**src/rtl/neuron_layer_pkg.sv**
```systemverilog
// Shared types and defaults for the ping-pong activation buffer between
// fully-connected layers.
package neuron_layer_pkg;

    localparam int NEURON_SIZE     = 16;
    localparam int NEURON_LAYER_SZ = 84;

    typedef logic signed [NEURON_SIZE-1:0] neuron_t;

    // Clamp negative fixed-point values to zero; non-negative values pass unchanged.
    function automatic neuron_t relu(input neuron_t v);
        return v[NEURON_SIZE-1] ? neuron_t'(0) : v;
    endfunction

endpackage

```
**src/rtl/neuron_bank.sv**
```systemverilog
// One layer's worth of neuron registers: single write port addressed by index,
// every element visible in parallel on the read side.
module neuron_bank #(
    parameter int SIZE     = 16,
    parameter int LAYER_SZ = 84,
    parameter int ADDR_W   = $clog2(LAYER_SZ)
) (
    input  logic                     clk,
    input  logic                     reset,
    input  logic                     we,
    input  logic [ADDR_W-1:0]        wr_idx,
    input  logic [SIZE-1:0]          wr_data,
    output logic [LAYER_SZ*SIZE-1:0] rd_values
);

    logic [SIZE-1:0] mem [LAYER_SZ];

    // Register array: cleared on reset, one element written per enabled cycle.
    always_ff @(posedge clk) begin
        if (reset) begin
            for (int i = 0; i < LAYER_SZ; i++) begin
                mem[i] <= '0;
            end
        end else if (we) begin
            mem[wr_idx] <= wr_data;
        end
    end

    // Flatten the array so element 0 sits in the least significant slice.
    for (genvar g = 0; g < LAYER_SZ; g++) begin : g_rd
        assign rd_values[g*SIZE +: SIZE] = mem[g];
    end

endmodule

```
**src/rtl/neuron_layer_buffer.sv**
```systemverilog
// Double-buffered activation store. The upstream layer fills the write bank
// one value per cycle in index order (valid/ready: a value transfers on a
// clock edge where in_valid and in_ready are both high, in_ready depends only
// on buffer state, never on in_valid). The downstream layer reads the other,
// completed bank in parallel and releases it with consume.
module neuron_layer_buffer
    import neuron_layer_pkg::*;
#(
    parameter  int SIZE     = NEURON_SIZE,
    parameter  int LAYER_SZ = NEURON_LAYER_SZ,
    parameter  int RELU     = 0,
    localparam int ADDR_W   = $clog2(LAYER_SZ)
) (
    input  logic                     clk,
    input  logic                     reset,
    input  logic                     in_valid,
    output logic                     in_ready,
    input  logic [SIZE-1:0]          in_value,
    input  logic                     flush,
    input  logic                     consume,
    output logic                     o_valid,
    output logic [LAYER_SZ*SIZE-1:0] o_values,
    output logic [ADDR_W:0]          o_fill,
    output logic                     o_err
);

    localparam logic [ADDR_W:0] LAST_IDX = (ADDR_W+1)'(LAYER_SZ - 1);
    localparam logic [ADDR_W:0] IDX_ONE  = (ADDR_W+1)'(1);

    logic [1:0]             full;
    logic [1:0]             full_next;
    logic                   wr_sel;
    logic                   rd_sel;
    logic [ADDR_W:0]        wr_idx;
    logic                   accept;
    logic                   last_accept;
    logic                   do_consume;
    logic [SIZE-1:0]        wr_data;
    logic [1:0]             bank_we;
    logic [LAYER_SZ*SIZE-1:0] bank_values [2];

    assign in_ready    = !full[wr_sel];
    assign o_valid     = full[rd_sel];
    assign o_fill      = wr_idx;
    // A flush in the same cycle wins: the offered value is dropped.
    assign accept      = in_valid && in_ready && !flush;
    assign last_accept = accept && (wr_idx == LAST_IDX);
    assign do_consume  = consume && o_valid;
    assign bank_we     = {accept && wr_sel, accept && !wr_sel};
    assign o_values    = bank_values[rd_sel];

    // Optional ReLU on the write path; the package helper covers the default width.
    if (RELU != 0 && SIZE == NEURON_SIZE) begin : g_relu_pkg
        assign wr_data = relu(in_value);
    end else if (RELU != 0) begin : g_relu_wide
        assign wr_data = in_value[SIZE-1] ? '0 : in_value;
    end else begin : g_relu_off
        assign wr_data = in_value;
    end

    // Full flags: a completed fill and a consume never hit the same bank, so both apply.
    always_comb begin
        full_next = full;
        if (last_accept) full_next[wr_sel] = 1'b1;
        if (do_consume)  full_next[rd_sel] = 1'b0;
    end

    // Control registers: flags, bank selects, fill index and sticky error.
    always_ff @(posedge clk) begin
        if (reset) begin
            full   <= 2'b00;
            wr_sel <= 1'b0;
            rd_sel <= 1'b0;
            wr_idx <= '0;
            o_err  <= 1'b0;
        end else begin
            full <= full_next;
            if (flush) begin
                wr_idx <= '0;
            end else if (last_accept) begin
                wr_idx <= '0;
                wr_sel <= !wr_sel;
            end else if (accept) begin
                wr_idx <= wr_idx + IDX_ONE;
            end
            if (do_consume) rd_sel <= !rd_sel;
            if (consume && !o_valid) o_err <= 1'b1;
        end
    end

    for (genvar b = 0; b < 2; b++) begin : g_bank
        neuron_bank #(
            .SIZE     (SIZE),
            .LAYER_SZ (LAYER_SZ),
            .ADDR_W   (ADDR_W)
        ) u_bank (
            .clk       (clk),
            .reset     (reset),
            .we        (bank_we[b]),
            .wr_idx    (wr_idx[ADDR_W-1:0]),
            .wr_data   (wr_data),
            .rd_values (bank_values[b])
        );
    end

endmodule

```
**config.mk**
```make
export PLATFORM = sky130hd
export DESIGN_NAME = neuron_layer_buffer
export DESIGN_NICKNAME = d
export VERILOG_FILES = /design/src/rtl/neuron_layer_pkg.sv /design/src/rtl/neuron_bank.sv /design/src/rtl/neuron_layer_buffer.sv
export SDC_FILE = /design/constraint.sdc
export NUM_CORES = 2
export LEC_CHECK = 0
export ABC_CLOCK_PERIOD_IN_PS = 3700
export BUFFER_PORTS_ARGS = -buffer_cell sky130_fd_sc_hd__buf_2
export CORE_AREA = 2 2 534 536
export CTS_BUF_LIST = sky130_fd_sc_hd__clkbuf_8
export CTS_CLUSTER_DIAMETER = 120
export DETAILED_ROUTE_END_ITERATION = 8
export DIE_AREA = 0 0 536 538
export GPL_TIMING_DRIVEN = 0
export PLACE_DENSITY_LB_ADDON = 0.05
export REMOVE_ABC_BUFFERS = 1
export SYNTH_ARGS = -nofsm -noshare
export SYNTH_HDL_FRONTEND = slang
export SYNTH_SLANG_ARGS = --single-unit
```
**constraint.sdc**
```tcl
create_clock -name clk -period 3.7 [get_ports clk]
set_clock_uncertainty 0.05 [all_clocks]
set_input_delay 0.74 -clock clk [delete_from_list [all_inputs] [get_ports clk]]
set_output_delay 0.74 -clock clk [all_outputs]
set_load 0.02 [all_outputs]
```
==> flow_summary.toml <==
[routing]
drt_iter0_drc = 5146
antenna_left = 0
num_vias = 68824
finalWirelength_um = 407000
drtPass1Iterations = 5
routed_via_density = 5.15
routedWlPerCell_um = 30.4
drcViolationCount = 0

[global_routing]
grt_usage_pct = 27.4
antenna_found_initial = 19
grt_overflow = 0
grt_start_max_net_pins = 97
grt_pass1_wl_um = 548000
grt_pass1_vias = 68252

[worst_setup_path]
endpoint_kind = "flip-flop"
start_kind = "flip-flop"
cp.required_ns = 4.35
worstSetupPathType = "flip-flop to flip-flop"
path_max_fanout = 17
crit_arrival_ns = 4.87

[yosys]
synth_edf_count = 2688
yosys.area_share.adder_pct = 0.0106
synthDominantCellAreaShare_pct = 68.5
synth_common_cells = "and2_1, edfxtp_1, mux2_2, clkbuf_1, or2_2"
synthCells = 7832
synth_area_per_cell_um2 = 15.1
synth-compound-area-share_pct = 0.0361
ys_ff_latch = 2701
synth.mux.area_fraction_pct = 12.9
async_reset_ff_share_pct = 0
synth_area_um2 = 118000
yosysSeqAreaShare_pct = 68.7
yosys-top-cells-area = "edfxtp_1, and2_1, mux2_2"
synth_cell_type_count = 42
synth_area_leader_cell = "edfxtp_1"
synth_top_family_by_area = "simple AND/OR/NAND/NOR gates"
synth_xor_area_share_pct = 0.0594
synth-main-ff-cell = "edfxtp_1"
synth_simple_gate_area_share_pct = 16.3
synth_warnings = 0

[pwr]
p_sw_share_pct = 25.3
seqPwrFrac_pct = 54.5
p_int_mw = 48.1
finalPower_mw = 64.4
p_leak_nw = 53.6
power.net_switching_mw = 16.3
clock_power_share_pct = 38.6
irDropWorstVdd_v = 0.000369
p_per_area_nw_per_um2 = 458
comb_power_share_pct = 6.9

[floorplanning]
std_cell_rows = 196
core_um2 = 283000
fp.dieH_um = 538
io_pins = 1376
dieArea_um2 = 288000
fp.dieW_um = 536
initial_core_util_pct = 41.6

[sta]
fin_tns_setup_ns = -182.11
hold_viol_final = 0
min_period_ns = 4.21
fmax_mhz = 237
rsz0062_at_grt = "true"
setup_ws_ns = -0.515
relSlewSlack_pct = 25.8
worstMarginPinSlew_ns = 1.11
fin_crit_sh_pct = 114
slew_violations = 0
fin_hold_ws_ns = 0.129
setup_violations = 1416

[cells_and_area]
nets = 9222
area_delta_synth_final_pct = 19.3
layout-drive-gt1-share_pct = 39.3

[min_path]
hp-class = "input pin to flip-flop"

[placed_design]
gp_congestion = 0.786
dp_hpwl_um = 253000
io_buffers = 1375

[run]
cap_violations = 0

[cts]
h-tree-depth = 5
cts_sinks = 2701
cts_tree = "done"
numCtsBuffers = 472
clkTransAtPathRegs_ns = 0.06
insertion_delay_ns = 1.08
cts-root-buf = "clkbuf_8"
cts_buffer_depth = 4

[outcome]
status = "finished with violations"
violations = "negative setup slack"
## registers in the layout, summed over array words and instances, names as in the netlist
register           flops
rd_sel                 1
g_bank.u_bank.mem   2688
o_fill                 8
o_err                  1
full                   2
wr_sel                 1
## power by group through the flow
stage               combinational [mW]  clock (mW)  sequential, mW
floorplan                         1.98           0            35.6
global placement                  4.32           0            35.7
detailed placement                4.42           0            35.7
CTS                               4.54        25.3            35.1
global route                      4.64        26.6            35.2
finish                            4.46        24.9            35.1
## logic make-up (layout without fill, tap and decap cells)
kind of cell | after synthesis | count (layout)
other | 0 | 27
AO/OA/AOI/OAI | 6 | 6
adder cells (fa/ha/maj) | 1 | 1
multiplexers | 1347 | 1347
AND/OR/NAND/NOR | 3116 | 3116
flip-flops | 2701 | 2701
XOR/XNOR | 8 | 8
buffers and inverters | 653 | 2391
## repair_timing
item / in CTS / in global routing
hold buffers: 3 / 0
pin swaps: 4 / 4
resized for setup: 417 / 71
hold endpoints to repair: 13 / 0
endpoints found under the setup margin: 5628 / 3520
cloned: 44 / 0
buffers inserted: 56 / 7
## stage by stage
| stage | cell area (µm²) | worst slack [ns] | std cells | utilization (%) |
|---|---|---|---|---|
| 3_3_place_gp | 127000 | -54.18 | 12320 | 44.9 |
| 5_1_grt | 141000 | -0.520 | 13335 | 49.7 |
| 2_1_floorplan | 115000 | -30.84 | 7183 | - |
| 3_5_place_dp | 129000 | -1.75 | 12378 | 45.5 |
| 4_1_cts | 140000 | -0.565 | 13325 | 49.6 |
| 6_report | 141000 | -0.515 | 13359 | 49.7 |
## layer usage
layer,GRT usage [%],up-vias,wire length (µm)
met1,32.9,35494,154000
met5,0,-,34
li1,-,30340,-
met3,10.1,574,42500
met4,12.2,4,19500
met2,43.9,2412,190000
## final cells by class
class / count / area, µm²
clock inverter: 370 / 1730
sequential: 2701 / 81000
tap: 3762 / 4710
clock buffer: 474 / 6520
inverter: 4 / 15.0
fill: 24631 / 143000
antenna: 27 / 67.6
multi-input combinational: 4478 / 35200
timing repair buffer: 1543 / 11500
## placed cells by master (no fill, tap or decap), types with 8 or more instances in the layout
master / synthesis / layout
and2_1: 2688 / 2688
buf_12: 0 / 20
buf_16: 0 / 83
buf_2: 16 / 1224
buf_4: 0 / 52
buf_6: 0 / 120
buf_8: 0 / 23
bufbuf_16: 0 / 18
clkbuf_8: 0 / 474
clkinv_1: 1 / 157
clkinv_2: 0 / 29
dfxtp_1: 13 / 10
diode_2: 0 / 27
edfxtp_1: 2688 / 2688
inv_1: 3 / 157
inv_12: 0 / 8
mux2_2: 1346 / 1323
mux2_4: 0 / 23
nand2_1: 29 / 24
nand3_4: 0 / 11
nor2_1: 141 / 42
nor2_2: 40 / 102
nor2_4: 0 / 37
or2_2: 169 / 169
## worst max-delay path, cell delays in order (launching register included)
cell     delay, ns
dfxtp_1       0.48
nor2b_1       0.78
nand2_1       0.87
nor2_1        1.10
or2_2         0.53
## final timing paths
kind         cells after the start                     endpoint  slack [ns]         from
max                              4  g_bank[0].u_bank.mem[35][0]       -0.51    o_fill[5]
min                              2  g_bank[1].u_bank.mem[23][3]        0.13  in_value[3]
max reg2reg                      4  g_bank[0].u_bank.mem[35][0]       -0.51    o_fill[5]
min reg2reg                      1                        o_err        0.44        o_err
(Power assumes the default switching activity.)
